`src/rtl/hazard_ctrl_unit.sv`:
```
// hazard_ctrl_unit: load-use stall detection and multi-cycle redirect sequencing for the 5-stage pipeline
module hazard_ctrl_unit #(
  parameter int REG_AW   = 3,
  parameter int LOAD_LAT = 1,
  parameter int RET_LAT  = 2,
  parameter int INT_LEN  = 3
) (
  input  logic              clk,
  input  logic              reset,
  input  logic [REG_AW-1:0] dec_src1,
  input  logic              dec_src1_use,
  input  logic [REG_AW-1:0] dec_src2,
  input  logic              dec_src2_use,
  input  logic              ex_mem_read,
  input  logic [REG_AW-1:0] ex_dst,
  input  logic              branch_taken,
  input  logic              ret_taken,
  input  logic              int_req,
  output logic              stall,
  output logic              flush_fd,
  output logic              flush_de,
  output logic              flush_em,
  output logic              int_ack,
  output logic              busy
);
  localparam int M1 = LOAD_LAT > RET_LAT ? LOAD_LAT : RET_LAT;
  localparam int MX = M1 > INT_LEN ? M1 : INT_LEN;
  localparam int CW = $clog2(MX + 1);
  localparam int LS = LOAD_LAT > 1 ? LOAD_LAT - 2 : 0;
  typedef enum logic [2:0] {IDLE, LOAD_STALL, RET_WAIT, INT_DRAIN, INT_ACK} state_t;
  state_t        state_q, state_d;
  logic [CW-1:0] cnt_q, cnt_d;
  logic          pend_q, pend_d;
  logic          hazard, cnt_z, do_ret, int_go;
  assign hazard = ex_mem_read & ((dec_src1_use & (dec_src1 == ex_dst)) | (dec_src2_use & (dec_src2 == ex_dst)));
  assign cnt_z  = cnt_q == '0;
  // A RET preempts a load stall; all other redirects are only accepted from IDLE
  assign do_ret = ret_taken & ((state_q == IDLE) | (state_q == LOAD_STALL));
  // Next state, counter, pending interrupt and the combinational control outputs
  always_comb begin
    state_d  = state_q;
    cnt_d    = cnt_z ? cnt_q : cnt_q - CW'(1);
    stall    = 1'b0;
    flush_fd = 1'b0;
    flush_de = 1'b0;
    flush_em = 1'b0;
    int_ack  = 1'b0;
    int_go   = 1'b0;
    if (do_ret) begin
      flush_fd = 1'b1;
      flush_de = 1'b1;
      flush_em = 1'b1;
      state_d  = RET_WAIT;
      cnt_d    = CW'(RET_LAT - 1);
    end else begin
      case (state_q)
        IDLE: begin
          if (branch_taken) begin
            flush_fd = 1'b1;
            flush_de = 1'b1;
          end else if (int_req | pend_q) begin
            stall    = 1'b1;
            flush_fd = 1'b1;
            int_go   = 1'b1;
            state_d  = INT_DRAIN;
            cnt_d    = CW'(INT_LEN - 1);
          end else if (hazard) begin
            stall    = 1'b1;
            flush_de = 1'b1;
            state_d  = LOAD_LAT > 1 ? LOAD_STALL : IDLE;
            cnt_d    = CW'(LS);
          end
        end
        LOAD_STALL: begin
          stall    = 1'b1;
          flush_de = 1'b1;
          state_d  = cnt_z ? IDLE : LOAD_STALL;
        end
        RET_WAIT: begin
          stall    = 1'b1;
          flush_fd = 1'b1;
          state_d  = cnt_z ? IDLE : RET_WAIT;
        end
        INT_DRAIN: begin
          stall    = 1'b1;
          flush_fd = 1'b1;
          state_d  = cnt_z ? INT_ACK : INT_DRAIN;
        end
        INT_ACK: begin
          int_ack  = 1'b1;
          state_d  = IDLE;
        end
        default: state_d = IDLE;
      endcase
    end
    pend_d = ~int_go & (pend_q | int_req);
    busy   = ~reset & (state_q != IDLE);
    if (reset) begin
      stall    = 1'b0;
      flush_fd = 1'b0;
      flush_de = 1'b0;
      flush_em = 1'b0;
      int_ack  = 1'b0;
    end
  end
  // State, counter and pending-interrupt registers
  always_ff @(posedge clk) begin
    if (reset) begin
      state_q <= IDLE;
      cnt_q   <= '0;
      pend_q  <= 1'b0;
    end else begin
      state_q <= state_d;
      cnt_q   <= cnt_d;
      pend_q  <= pend_d;
    end
  end
endmodule

```
`config.mk`:
```
export PLATFORM = sky130hd
export DESIGN_NAME = hazard_ctrl_unit
export DESIGN_NICKNAME = d
export VERILOG_FILES = /design/src/rtl/hazard_ctrl_unit.sv
export SDC_FILE = /design/constraint.sdc
export NUM_CORES = 1
export LEC_CHECK = 0
export CAP_MARGIN = 20
export CORE_AREA = 2 2 39 41
export DETAILED_ROUTE_END_ITERATION = 8
export DIE_AREA = 0 0 41 43
export HOLD_SLACK_MARGIN = 0.15
export PLACE_DENSITY = 0.69
export SLEW_MARGIN = 20
export SYNTH_ARGS = -nofsm -noshare
export SYNTH_HDL_FRONTEND = slang
export SYNTH_SLANG_ARGS = --single-unit
```
`constraint.sdc`:
```
create_clock -name clk -period 3.75 [get_ports clk]
set_clock_uncertainty 0.15 [all_clocks]
set_input_delay 0.5625 -clock clk [delete_from_list [all_inputs] [get_ports clk]]
set_output_delay 0.5625 -clock clk [all_outputs]
set_load 0.02 [all_outputs]
```
==> impl_metrics.csv, run 1 <==
group,metric,value,unit
run_status,outcome,"finished clean",
floorplanning,row_count,14,
worst_setup_path,endpoint_kind,"primary output",
grt,grt_overflow,0,
clock_network,cts_buffers,3,
worst_setup_path,arrival,2.54,ns
sta,fin_crit,3.25,ns
yosys,synth_seq_cells,6,
yosys,yosysTopAreaCellShare,27.4,%
floorplanning,num_io_pins,23,
min_path,min_path_type,"flip-flop to flip-flop",
yosys,synth_compound_area_share,25.7,%
layout,final_net_count,100,
worst_setup_path,worst_path_max_delay_cell,"clkdlybuf4s50_1",
pwr,leakage,0.257,nW
clock_network,cts-hold-fix-buffers,0,
floorplanning,initial_utilization,31.6,%
worst_setup_path,critPathMaxStageDelay,0.62,ns
grt,track_usage,16.5,%
yosys,postSynthCellCount,56,
layout,mostFrequentLayoutCell,"clkdlybuf4s50_1",
pwr,p_per_area,300,nW/um^2
yosys,synthAdderAreaFrac,0,%
yosys,muxShareOfSynthArea,0,%
run,max-cap-violations,0,
sta,worst_pin_slew,0.323,ns
worst_setup_path,cp-start-kind,"input pin",
layout,most-common-layout-cells,"22 x clkdlybuf4s50_1, 8 x nor2_1, 6 x dfxtp_1",
yosys,synthesis.area,438,sq um
sta,slew_violations,0,
clock_network,cts_tree,"yes",
clock_network,clk_pin_slew,0.05,ns
placed_design,gp_congestion,0.767,
route,routed_wl,1.12,mm
yosys,synth_top_family_by_area,"simple AND/OR/NAND/NOR gates",
route,ant_nets,0,
route,first_pass_iters,4,
placed_design,hpwl,896,um
clock_network,cts_setup_buffers,0,
placed_design,port_buffers,22,
yosys,synth_top_cell_by_area,"dfxtp_1",
yosys,synth_xor_area_share,12.0,%
clock_network,root_buffer,"clkbuf_4",
clock_network,cts-resized-gates,0,
floorplanning,die_x,41,um
sta,final_hold_viol_count,0,
sta,fin_crit_sh,86.8,%
pwr,irDropWorstVdd,0.000144,V
floorplanning,fp.coreArea,1380,sq um
clock_network,cts_max_path_buffers,2,
floorplanning,die_h,43,um
worst_setup_path,crit_type,"input pin to primary output",
route,avgRoutedWirePerCell,11.6,um
yosys,yosys_warnings,0,
yosys,avgSynthCellArea,7.82,sq um
worst_setup_path,worstPathRequired,3.04,ns
sta,final.setup.tns,0,ns
yosys,synthesis.nets,73,
layout,antenna_cells,0,
yosys,synth_cell_types,27,
route,drt_iter0_drc,16,
sta,relSlewSlack,78.3,%
sta,max_clock_freq,307,MHz
floorplanning,die_area,1760,sq um
yosys,ys_top_cells_by_area,"dfxtp_1 27%, xnor2_1 8.0%, nor2_1 6.9%, o21ai_0 5.7%, nor4_4 4.9%",
worst_setup_path,crit_path_max_fanout,5,
clock_network,cts_sinks,6,
route,drt-vias-per-instance,5.33,
clock_network,clk_latency,0.25,ns
layout,area_growth,60.6,%
sta,setup_violations,0,
layout,drive_gt1_share,9.88,%
sta,grt_setup_unrepaired,"no",
route,drc,0,
route,num_vias,517,
yosys,synth_simple_gate_area_share,32.9,%
clock_network,cts_max_level,1,
pwr,finalPower,0.211,mW
grt,grt_pass1_wl,1.99,mm
worst_setup_path,crit_chain,"clkdlybuf4s50_1 -> inv_1 -> o21ai_0 -> or3b_2 -> o21ai_0 -> clkdlybuf4s50_1",
grt,grt_antenna_before_repair,0,
yosys,seq_area_frac_synth,27.4,%
grt,grt_max_degree,9,
grt,first_global_vias,502,
layer usage:
metal	track usage, %	wire [um]	up-vias	share of wire [%]
li1	-	-	260	-
met1	21.0	493	233	44
met2	24.7	539	24	48
met3	5.76	89	0	7.9
met4	6.00	0	0	0
met5	0	0	-	0
kinds of logic after synthesis:
family,Yosys count
xor+xnor,6
flops,6
simple gates,25
buf+inv,2
compound gates,17
critical path: cells and delay by family:
| kind | cells | cell delay, ns |
|---|---|---|
| buf+inv | 3 | 1.22 |
| compound gates | 2 | 0.27 |
| simple gates | 1 | 0.48 |
final timing paths:
check / from / endpoint / slack, ns / depth (start not counted)
max: ret_taken / stall / 0.50 / 6
max reg2reg: state_q[1] / cnt_q[1] / 2.06 / 4
min: cnt_q[1] / cnt_q[0] / 0.41 / 2
min reg2reg: cnt_q[1] / cnt_q[0] / 0.41 / 2
cells in the mapped netlist:
master	instances
and3_1	1
nor3_1	3
xnor2_1	4
a31oi_1	1
nor4_4	1
o31a_1	1
nand4_1	1
nor2_1	8
o31ai_1	2
nor3b_1	2
and2_1	2
a41oi_1	1
nand2_1	3
a21oi_1	3
nand3_1	1
dfxtp_1	6
inv_1	1
or3b_2	1
buf_2	1
a221o_1	1
a211oi_1	1
o21bai_1	1
o21ai_0	5
xor2_1	2
or3_1	1
or2_2	1
o21ai_2	1
metrics by stage:
stage | setup WS [ns] | util, % | hold WS (ns) | instances | cell area [sq um]
6_report | 0.495 | 50.8 | 0.411 | 97 | 703
4_1_cts | 0.494 | 50.8 | 0.416 | 97 | 703
2_1_floorplan | 1.15 | - | 0.368 | 56 | 438
3_5_place_dp | 0.489 | 49.2 | 0.411 | 94 | 681
5_1_grt | 0.355 | 50.8 | 0.471 | 97 | 703
3_3_place_gp | 0.485 | 49.2 | 0.404 | 94 | 681
area by class of cell:
class | count | area [sq um]
fillers | 143 | 681
multi-input cells | 48 | 309
repair buffers | 23 | 228
flip-flops and latches | 6 | 120
clock buffers | 3 | 22.5
well taps | 16 | 20.0
inverters | 1 | 3.75
registers in the layout (all words and copies together), names as in the netlist:
name and count:
cnt_q 2, pend_q 1, state_q 3
power breakdown:
part / total (mW) / internal [mW] / switching (mW)
clock network: 0.0621 / 0.0364 / 0.0257
registers: 0.0753 / 0.0685 / 0.00683
logic: 0.0735 / 0.0409 / 0.0326
(Power assumes the default switching activity.)
==> run 2, diff against run 1 <==
- CORE_AREA: 2 2 39 41 -> 2 2 42 44
- CTS_CLUSTER_DIAMETER: not set -> 60
- DIE_AREA: 0 0 41 43 -> 0 0 44 46
- PLACE_DENSITY: 0.69 -> not set
==> run 2 against run 1 <==
Against the previous run: cell area grew 0.18%; first-iteration DRC count decreased by 69%; largest power group unchanged; largest cell class unchanged; wire length rose by 2.3%; via count shrank 4.8%; count of clock-buffer cells in the layout unchanged; critical endpoint unchanged; power decreased by 2.7%; highest routed layer unchanged; combinational power shrank 1%; worst hold slack better by 0.0069 ns.
==> impl_metrics.csv, run 2 (synthesis results as in run 1) <==
group,metric,value,unit
route,drt-vias-per-instance,5.02,
placed_design,hpwl,921,um
grt,grt_max_degree,9,
worst_setup_path,cp-start-kind,"input pin",
worst_setup_path,r2r_cells,4,
run,max-cap-violations,0,
sta,final_hold_viol_count,0,
pwr,leakage,0.257,nW
clock_network,cts-hold-fix-buffers,0,
worst_setup_path,worstPathRequired,3.04,ns
clock_network,cts_buffers,3,
floorplanning,die_x,44,um
layout,most-common-layout-cells,"22 x clkdlybuf4s50_1, 8 x nor2_1, 6 x dfxtp_1",
layout,design_area,704,sq um
clock_network,cts_max_level,1,
sta,worst_pin_slew,0.317,ns
layout,mostFrequentLayoutCell,"clkdlybuf4s50_1",
placed_design,gp_congestion,0.821,
pwr,p_per_area,291,nW/um^2
route,routed_wl,1.15,mm
sta,fin_crit_sh,87.2,%
worst_setup_path,endpoint_kind,"primary output",
clock_network,clk_pin_slew,0.04,ns
clock_network,cts-resized-gates,0,
floorplanning,initial_utilization,27.1,%
layout,top_regs,"state_q (3), cnt_q (2), pend_q (1)",
route,avgRoutedWirePerCell,11.7,um
worst_setup_path,crit_start,"reset",
placed_design,placed_cells,95,
placed_design,dpl_cell_area,682,sq um
clock_network,root_buffer,"clkbuf_4",
pwr,irDropWorstVdd,0.000141,V
clock_network,cts_max_path_buffers,2,
layout,drive_gt1_share,9.88,%
route,first_pass_iters,4,
grt,grt_overflow,0,
worst_setup_path,endpoint,"stall",
grt,track_usage,13.3,%
clock_network,cts_setup_buffers,0,
floorplanning,fp.coreArea,1610,sq um
layout,largest_register_ffs,3,
sta,final.setup.tns,0,ns
pwr,finalPower,0.205,mW
route,drt_iter0_drc,5,
layout,regMostFlops,"state_q",
layout,final-instance-count-excl-fill,98,
grt,grt_pass1_wl,2.05,mm
clock_network,cts_sinks,6,
worst_setup_path,arrival,2.56,ns
layout,final_net_count,100,
route,num_vias,492,
layout,antenna_cells,0,
route,ant_nets,0,
sta,max_clock_freq,306,MHz
floorplanning,row_count,15,
sta,relSlewSlack,78.6,%
sta,grt_setup_unrepaired,"no",
sta,setup_violations,0,
worst_setup_path,r2r-start,"state_q[1]",
worst_setup_path,reg2reg_to,"cnt_q[1]",
sta,slew_violations,0,
grt,grt_antenna_before_repair,0,
min_path,min_path_type,"flip-flop to flip-flop",
worst_setup_path,crit_type,"input pin to primary output",
worst_setup_path,crit_path_max_fanout,3,
grt,first_global_vias,495,
clock_network,cts_tree,"yes",
route,drc,0,
worst_setup_path,regToRegSetupSlack,2.11,ns
run_status,outcome,"finished clean",
floorplanning,num_io_pins,23,
floorplanning,die_area,2020,sq um
clock_network,clk_latency,0.24,ns
floorplanning,die_h,46,um
layout,area_growth,60.9,%
sta,fin_crit,3.27,ns
placed_design,port_buffers,22,
-- run 2: cell counts in the layout (fill, tap and decap cells not counted) --
No cell type changed its count.
-- run 2: stage by stage --
step           hold WS (ns)  setup WS (ns)  util (%)
2_1_floorplan         0.368           1.15         -
3_3_place_gp          0.409          0.481      42.2
3_5_place_dp          0.408          0.476      42.2
4_1_cts               0.423          0.469      43.6
5_1_grt               0.444          0.325      43.6
6_report              0.418          0.480      43.6
-- run 2: critical path, stage by stage --
cell and delay (ns):
clkdlybuf4s50_1 0.42, nor2_1 0.15, o21ai_0 0.17, or3b_2 0.48
o21ai_0 0.16, clkdlybuf4s50_1 0.62
-- run 2: cell type report --
class | count | area, sq um
clock buffer | 3 | 22.5
fill | 163 | 910
inverter | 1 | 3.75
multi-input combinational | 48 | 309
sequential | 6 | 120
tap | 17 | 21.3
timing repair buffer | 23 | 228
-- run 2: worst min-delay path by stage --
stage	startpoint	end	slack [ns]	cells past startpoint
6_report	cnt_q[1]	cnt_q[0]	0.42	2
5_1_grt	cnt_q[1]	cnt_q[0]	0.44	2
4_1_cts	cnt_q[1]	cnt_q[0]	0.42	2
3_5_place_dp	cnt_q[1]	cnt_q[0]	0.41	2
3_3_place_gp	cnt_q[1]	cnt_q[0]	0.41	2
2_1_floorplan	cnt_q[1]	cnt_q[0]	0.37	2
-- run 2: routing by layer --
metal | vias to the layer above | global-route usage [%] | wire, um
li1 | 260 | - | -
met4 | 0 | 3.64 | 0
met3 | 0 | 4.76 | 59
met2 | 11 | 23.8 | 587
met5 | - | 0 | 0
met1 | 221 | 14.9 | 502
-- run 2: report_power, final --
| part | total [mW] | switching (mW) | internal (mW) |
|---|---|---|---|
| clock | 0.0569 | 0.0209 | 0.0360 |
| sequential | 0.0757 | 0.00707 | 0.0686 |
| combinational | 0.0725 | 0.0316 | 0.0409 |
| total | 0.205 | 0.0596 | 0.146 |
